`src/rtl/alu_writeback.sv`:
```
// ALU result write-back queue: in-order FIFO toward the register file
// with youngest-match forwarding over pending entries.
module alu_writeback #(
  parameter int XLEN  = 32,
  parameter int DEPTH = 4
) (
  input  logic                       clk,
  input  logic                       rst,
  input  logic                       alu_valid,
  output logic                       alu_ready,
  input  logic                       alu_rd_en,
  input  logic [4:0]                 alu_rd_addr,
  input  logic [XLEN-1:0]            alu_rd_data,
  input  logic                       flush,
  output logic                       wb_valid,
  input  logic                       wb_ready,
  output logic [4:0]                 wb_addr,
  output logic [XLEN-1:0]            wb_data,
  input  logic [4:0]                 fwd_rs1_addr,
  input  logic [4:0]                 fwd_rs2_addr,
  output logic                       fwd_rs1_hit,
  output logic                       fwd_rs2_hit,
  output logic [XLEN-1:0]            fwd_rs1_data,
  output logic [XLEN-1:0]            fwd_rs2_data,
  output logic [$clog2(DEPTH):0]     count
);

  localparam int PW = $clog2(DEPTH);
  localparam int CW = PW + 1;

  logic [PW-1:0]   head;
  logic [PW-1:0]   tail;
  logic [PW-1:0]   idx;
  logic [4:0]      addr_q [DEPTH];
  logic [XLEN-1:0] data_q [DEPTH];
  logic            push;
  logic            pop;

  assign alu_ready = count < CW'(DEPTH);
  assign wb_valid  = count != '0;
  assign wb_addr   = addr_q[head];
  assign wb_data   = data_q[head];

  // Results with no register target are accepted but never queued.
  assign push = alu_valid && alu_ready && alu_rd_en
             && (alu_rd_addr != 5'd0) && !flush;
  assign pop  = wb_valid && wb_ready && !flush;

  always_ff @(posedge clk or negedge rst) begin
    if (!rst) begin
      head  <= '0;
      tail  <= '0;
      count <= '0;
    end else if (flush) begin
      head  <= '0;
      tail  <= '0;
      count <= '0;
    end else begin
      if (push) tail <= tail + 1'b1;
      if (pop)  head <= head + 1'b1;
      count <= count + CW'(push) - CW'(pop);
    end
  end

  always_ff @(posedge clk or negedge rst) begin
    if (!rst) begin
      for (int i = 0; i < DEPTH; i++) begin
        addr_q[i] <= '0;
        data_q[i] <= '0;
      end
    end else if (push) begin
      addr_q[tail] <= alu_rd_addr;
      data_q[tail] <= alu_rd_data;
    end
  end

  // Walk oldest to youngest so the last match wins.
  always_comb begin
    idx          = '0;
    fwd_rs1_hit  = 1'b0;
    fwd_rs2_hit  = 1'b0;
    fwd_rs1_data = '0;
    fwd_rs2_data = '0;
    for (int k = 0; k < DEPTH; k++) begin
      idx = head + PW'(k);
      if (CW'(k) < count) begin
        if (fwd_rs1_addr != 5'd0 && addr_q[idx] == fwd_rs1_addr) begin
          fwd_rs1_hit  = 1'b1;
          fwd_rs1_data = data_q[idx];
        end
        if (fwd_rs2_addr != 5'd0 && addr_q[idx] == fwd_rs2_addr) begin
          fwd_rs2_hit  = 1'b1;
          fwd_rs2_data = data_q[idx];
        end
      end
    end
  end

endmodule

```
`config.mk`:
```
export PLATFORM = sky130hd
export DESIGN_NAME = alu_writeback
export DESIGN_NICKNAME = d
export VERILOG_FILES = /design/src/rtl/alu_writeback.sv
export SDC_FILE = /design/constraint.sdc
export NUM_CORES = 1
export LEC_CHECK = 0
export BUFFER_PORTS_ARGS = -buffer_cell sky130_fd_sc_hd__clkbuf_2
export CAP_MARGIN = 20
export CELL_PAD_IN_SITES_DETAIL_PLACEMENT = 1
export CELL_PAD_IN_SITES_GLOBAL_PLACEMENT = 2
export CORE_MARGIN = 2
export CORE_UTILIZATION = 40
export CTS_CLUSTER_SIZE = 28
export DETAILED_ROUTE_END_ITERATION = 12
export PLACE_DENSITY_LB_ADDON = 0.1
export SLEW_MARGIN = 20
export SYNTH_ARGS = -nofsm -noshare
export SYNTH_HDL_FRONTEND = slang
export SYNTH_SLANG_ARGS = --single-unit
```
`constraint.sdc`:
```
create_clock -name clk -period 8.3 [get_ports clk]
set_input_delay 0.83 -clock clk [delete_from_list [all_inputs] [get_ports clk]]
set_output_delay 0.83 -clock clk [all_outputs]
set_load 0.01 [all_outputs]
```
==> results of run 1 <==
[per-layer routing]
layer / routed length, µm / track usage / up-vias
met3: 1315 / 0.03890 / 26
met1: 18400 / 0.3202 / 5213
li1: - / - / 4821
met5: 24 / 0 / -
met4: 391 / 0.04846 / 4
met2: 18640 / 0.4133 / 171
[power by group through the flow]
stage	clock (mW)	sequential, mW	combinational (mW)
after floorplan	0	1.14	1.63
after global placement	0	1.24	2.23
after detailed placement	0	1.26	2.25
after CTS	0.767	1.24	2.27
after global routing	0.796	1.29	2.49
final	0.746	1.24	2.25
[worst paths after layout]
kind                                        end  slack, ps  cells past startpoint
worst max-delay path            fwd_rs1_data[1]       2550                     10
worst min-delay path                 data_q[38]        450                      1
worst max register to register       data_q[10]       5520                      6
worst min register to register       data_q[12]        510                      1
max in group asynchronous               head[1]       6220                      2
min in group clk                     data_q[12]        510                      1
[state kept, by name, indices dropped and copies added (netlist names)]
name and cells:
addr_q 20, head 2, tail 2, count 3, data_q 128
[stage by stage]
stage	cells	worst slack, ps
after floorplan	1291	4782
after global placement	1753	3023
after detailed placement	1753	2946
after CTS	1785	2448
after global routing	1787	2304
final	1787	2553
[layout make-up]
class,instances,share of cell area
Multi-Input combinational cell,972,0.5595
Clock inverter,15,0.009384
Antenna cell,1,0.0001805
Inverter,49,0.01362
Tap cell,396,0.03573
Sequential cell,155,0.2803
Timing Repair Buffer,182,0.07065
Clock buffer,17,0.03068
[critical path, delay by kind of cell, from the launching register on]
family                    cells  cell delay (ps)
buffers and inverters         3             1510
muxes                         2              850
xor gates and xnor gates      1              190
DFF                           1              920
AOI/OAI and AO/OA             4              990
[cell families after synthesis]
logic type,synth area share
and+or+nand+nor,0.1267
DFF,0.3135
xor gates and xnor gates,0.02902
buffers and inverters,0.06270
muxes,0.3138
adders and majority gates,0.009709
AOI/OAI and AO/OA,0.1445
[cell usage in the layout (no fill, tap or decap), drive strengths merged, types with 18 or more instances in the layout]
master,netlist,layout
mux2,193,193
a21oi,39,39
mux2i,143,143
xnor2,18,18
a221o,20,20
buf,66,23
a31o,20,20
a22o,32,32
o21ai,44,44
xor2,23,23
inv,49,59
dfrtp,155,155
and3,30,30
o211ai,30,30
nand2,120,120
nor2,90,90
nand3,33,33
clkbuf,49,176
nor2b,44,44
==> flow_summary.json, run 1 <==
{
  "multiInputGateArea_um2": 7759,
  "dpl-instance-area_um2": 13290,
  "first_pass_iters": 4,
  "drc": 0,
  "critical_path.startpoint_type": "flop",
  "critPathMaxFanout": 70,
  "p_int_mw": 2.270,
  "fin_crit_sh": 0.6924,
  "grt_util_all_layers": 0.2406,
  "crit_chain": "buf_4, mux2_4, mux2i_1, xor2_1, o21ai_1, a2111oi_4, buf_4, a221oi_1, o22ai_1, clkbuf_2",
  "fin_worst_skew_ps": 14.21,
  "power_frac_clock": 0.176,
  "num_rows": 64,
  "synth_ff_type": "dfrtp_1",
  "pin_count": 161,
  "max_stage_delay_ps": 940,
  "ir_drop_v": 0.0001297,
  "ff_latch_area_um2": 3886,
  "grt_max_degree": 88,
  "slew_headroom": 0.2662,
  "syn_area_um2": 12370,
  "yosysTopAreaCell": "dfrtp_1",
  "viasPerCell": 5.727,
  "avgSynthCellArea_um2": 9.583,
  "setup_violations": 0,
  "hold_viol": 0,
  "synth_common_cells": "mux2_1, dfrtp_1, mux2i_1",
  "synth_edf_count": 0,
  "netlist_instances": 1291,
  "initial_utilization": 0.4055,
  "cp-end-kind": "output pin",
  "insertion_delay_ps": 430,
  "ctsResizeCount": 0,
  "worst_slew_pin_slew_ps": 1101,
  "drt_wl_total_um": 38770,
  "fin_nets": 1439,
  "cp-startpoint": "head[1]",
  "cts_root_buf": "clkbuf_16",
  "grt_pass1_wl_um": 61980,
  "cp.required_ps": 7470,
  "p_sw_frac": 0.4649,
  "antenna_found_initial": 3,
  "h-tree-depth": 4,
  "synth.most_common_cell": "mux2_1",
  "p_per_area_nw_per_um2": 305.8,
  "cts_made_buffers": 17,
  "async_flop_share": 1.000,
  "drtIter0Drc": 434,
  "layout-drive-gt1-share": 0.1885,
  "clockBufferDepth": 2,
  "coreArea_um2": 30510,
  "cts.sinks": 155,
  "cts_tree": "built",
  "ys_seq_area_frac": 0.3135,
  "vias": 10240,
  "clk_pin_slew_ps": 70,
  "cp_common_cell": "buf_4",
  "power_switching_mw": 1.972,
  "fp.dieH_um": 179.9,
  "pwr-share-seq": 0.293,
  "combPwrFrac": 0.531,
  "hold_path_class": "in -> async",
  "synth.distinct_cells": 58,
  "design_area_um2": 13870,
  "syn2layout_area_growth_pct": 12.08,
  "dieArea_um2": 32350,
  "ys_seq_elements": 155,
  "grt.overflow.total": 0,
  "leakagePower_nw": 6.564,
  "yosysTopAreaCellShare": 0.3135,
  "post_cts_buffers": 0,
  "port_buffers": 160,
  "yosys_warnings": 0,
  "slew_violations": 0,
  "critical_path_class": "reg -> out",
  "slowest_stage": "buf_4",
  "cp_data_arrival_time_ps": 4920,
  "fill_cells": 3507,
  "die_w_um": 179.9,
  "synth_nets": 1353,
  "fmax_mhz": 174.0,
  "setup_tns_ps": 0,
  "yosys-top-cells-area": "dfrtp_1, mux2_1, mux2i_1, nand2_1, nor2_1",
  "grt_pass1_vias": 10780,
  "hpwl_um": 25810,
  "status": "complete, no violations",
  "cts_hold_buf": 0,
  "rr_startpoint": "count[2]",
  "holdWs_ps": 452.4,
  "drtAntennaViolNets": 0,
  "gp_congestion": 0.7852,
  "routedWlPerCell_um": 21.70,
  "rsz0062_at_grt": "false",
  "power_mw": 4.241,
  "cap_violations": 0,
  "period_needed_ps": 5747,
  "final_core_util": 0.4545
}
No activity file was read; power rests on OpenSTA's default activity.
==> run 2, diff against run 1 <==
--- a/config.mk
+++ b/config.mk
@@ -5,12 +5,13 @@
 export SDC_FILE = /design/constraint.sdc
 export NUM_CORES = 1
 export LEC_CHECK = 0
+export ABC_AREA = 1
 export BUFFER_PORTS_ARGS = -buffer_cell sky130_fd_sc_hd__clkbuf_2
 export CAP_MARGIN = 20
 export CELL_PAD_IN_SITES_DETAIL_PLACEMENT = 1
 export CELL_PAD_IN_SITES_GLOBAL_PLACEMENT = 2
 export CORE_MARGIN = 2
-export CORE_UTILIZATION = 40
+export CORE_UTILIZATION = 29
 export CTS_CLUSTER_SIZE = 28
 export DETAILED_ROUTE_END_ITERATION = 12
 export PLACE_DENSITY_LB_ADDON = 0.1
==> constraint.sdc (replaced) <==
create_clock -name clk -period 4.9 [get_ports clk]
set_input_delay 0.49 -clock clk [delete_from_list [all_inputs] [get_ports clk]]
set_output_delay 0.49 -clock clk [all_outputs]
set_load 0.01 [all_outputs]
==> flow_summary.json, run 2 <==
{
  "clk_pin_slew_ps": 70,
  "ff_latch_area_um2": 3882,
  "synth-xor-area-share": 0.003388,
  "rsz0062_at_grt": "false",
  "drtAntennaViolNets": 0,
  "final_core_util": 0.3370,
  "yosysTopAreaCell": "dfrtp_1",
  "synth_edf_count": 0,
  "hold_path_class": "in -> async",
  "initial_utilization": 0.2930,
  "status": "complete, no violations",
  "ys_seq_elements": 155,
  "drc": 0,
  "setup_violations": 0,
  "largest_reg_flops": 128,
  "routedWlPerCell_um": 19.14,
  "layout_commonest_cell": "nand2_1",
  "grt_pass1_wl_um": 84580,
  "yosys_warnings": 0,
  "rr_startpoint": "count[2]",
  "ys_seq_area_frac": 0.3000,
  "leakagePower_nw": 7.791,
  "grt_util_all_layers": 0.2374,
  "critical_path_class": "reg -> out",
  "power_mw": 8.786,
  "hpwl_um": 37240,
  "worst_slew_pin_slew_ps": 963.7,
  "synth_ff_type": "dfrtp_1",
  "pin_count": 161,
  "cts_made_buffers": 17,
  "cap_violations": 0,
  "synth.distinct_cells": 26,
  "cp.required_ps": 4410,
  "period_needed_ps": 4369,
  "critPathMaxFanout": 57,
  "hold_viol": 0,
  "post_cts_buffers": 0,
  "dieArea_um2": 46280,
  "critical_path.startpoint_type": "flop",
  "cp_data_arrival_time_ps": 3880,
  "yosysTopAreaCellShare": 0.3000,
  "port_buffers": 160,
  "grt_pass1_vias": 14440,
  "setup_tns_ps": 0,
  "cp-end-kind": "output pin",
  "synth_nets": 2188,
  "async_flop_share": 1.000,
  "syn2layout_area_growth_pct": 15.01,
  "gp_congestion": 0.8290,
  "synth-compound-area-share": 0.1409,
  "netlist_instances": 2126,
  "syn_area_um2": 12930,
  "grt_max_degree": 113,
  "design_area_um2": 14870,
  "mostFrequentLayoutCells": "nand2_1, o21ai_0, nor2_1",
  "synthMuxAreaShare": 0.06359,
  "cts_root_buf": "clkbuf_16",
  "slew_violations": 0,
  "p_per_area_nw_per_um2": 591.0,
  "yosys-top-cells-area": "dfrtp_1, nand2_1, o21ai_0, nor2_1, mux2_2",
  "fp.dieH_um": 215.1,
  "drtIter0Drc": 827,
  "yosys.area_share.simple": 0.3661,
  "holdWs_ps": 65.19,
  "slew_headroom": 0.3575,
  "num_rows": 77,
  "fin_worst_skew_ps": 8.341,
  "clockBufferDepth": 2,
  "coreArea_um2": 44120,
  "regMostFlops": "data_q",
  "ir_drop_v": 0.0002320,
  "synth_adder_area_share": 0.009292,
  "insertion_delay_ps": 490,
  "fmax_mhz": 228.9,
  "cts.sinks": 155,
  "antenna_found_initial": 1,
  "layout-drive-gt1-share": 0.1504,
  "avgSynthCellArea_um2": 6.081,
  "cp-startpoint": "head[0]",
  "multiInputGateArea_um2": 7631,
  "fin_nets": 2264,
  "vias": 14070,
  "drt_wl_total_um": 53700,
  "first_pass_iters": 7,
  "ctsResizeCount": 0,
  "synth_common_cells": "nand2_1, o21ai_0, nor2_1",
  "diodes": 0,
  "fin_crit_sh": 0.8916,
  "reg.largest.list": "data_q (128), addr_q (20), count (3)",
  "synth_top_family_by_area": "simple AND/OR/NAND/NOR gates",
  "dpl-instance-area_um2": 14210,
  "cts_hold_buf": 0,
  "grt.overflow.total": 0,
  "fill_cells": 5854,
  "cts_tree": "built",
  "synth.most_common_cell": "nand2_1",
  "viasPerCell": 5.015,
  "die_w_um": 215.1,
  "h-tree-depth": 4
}
[run 2: through the flow]
stage / worst slack [ps] / instances
6_report: 531.4 / 2806
5_1_grt: 183.1 / 2806
4_1_cts: 498.3 / 2806
3_5_place_dp: 1055 / 2775
3_3_place_gp: 1086 / 2775
2_1_floorplan: 2573 / 2126
[run 2: layout make-up]
class                           count  area share
Clock buffer                       19     0.02979
Clock inverter                     12     0.01473
Inverter                          211     0.05361
Multi-Input combinational cell   1614      0.5133
Sequential cell                   155      0.2611
Tap cell                          592     0.04982
Timing Repair Buffer              203     0.07767
[run 2: layer usage]
layer,vias up,global-route usage,share of wire
met5,-,0,0.00020
li1,6923,-,-
met1,6841,0.3156,0.48
met3,65,0.03963,0.036
met4,2,0.07954,0.025
met2,241,0.3902,0.46
[run 2: report_power, final]
part,switching [mW],leakage (nW),internal (mW)
clock network,0.613,0.319,0.963
registers,0.261,1.78,1.67
logic,3.75,5.69,1.53
[run 2: path summary, 6_finish.rpt]
| path | slack [ps] | cells past startpoint | to |
|---|---|---|---|
| setup / recovery | 530 | 15 | fwd_rs1_data[6] |
| hold / removal | 70 | 1 | data_q[6] |
| setup reg to reg | 2120 | 7 | data_q[112] |
| hold reg to reg | 530 | 1 | data_q[61] |
| max in group asynchronous | 3710 | 2 | data_q[84] |
| min in group clk | 230 | 2 | count[1] |
[run 2: cells by family after synthesis]
| logic type | after synthesis |
|---|---|
| AOI/OAI and AO/OA | 361 |
| muxes | 73 |
| and+or+nand+nor | 1166 |
| xor gates and xnor gates | 5 |
| DFF | 155 |
| adders and majority gates | 9 |
| buffers and inverters | 357 |
[run 2: worst max-delay path: stages (launching register included)]
cell      delay (ps)
dfrtp_4          700
inv_4            310
nand2_1          150
nand2_1           90
nand2_1           50
nand2_1          180
nor2_1            60
nor2_1           220
nand3_2          580
buf_4            460
nor2_1           110
nand2_1           60
nand3_1           80
nand2_1           60
nand2_1          100
clkbuf_2         160
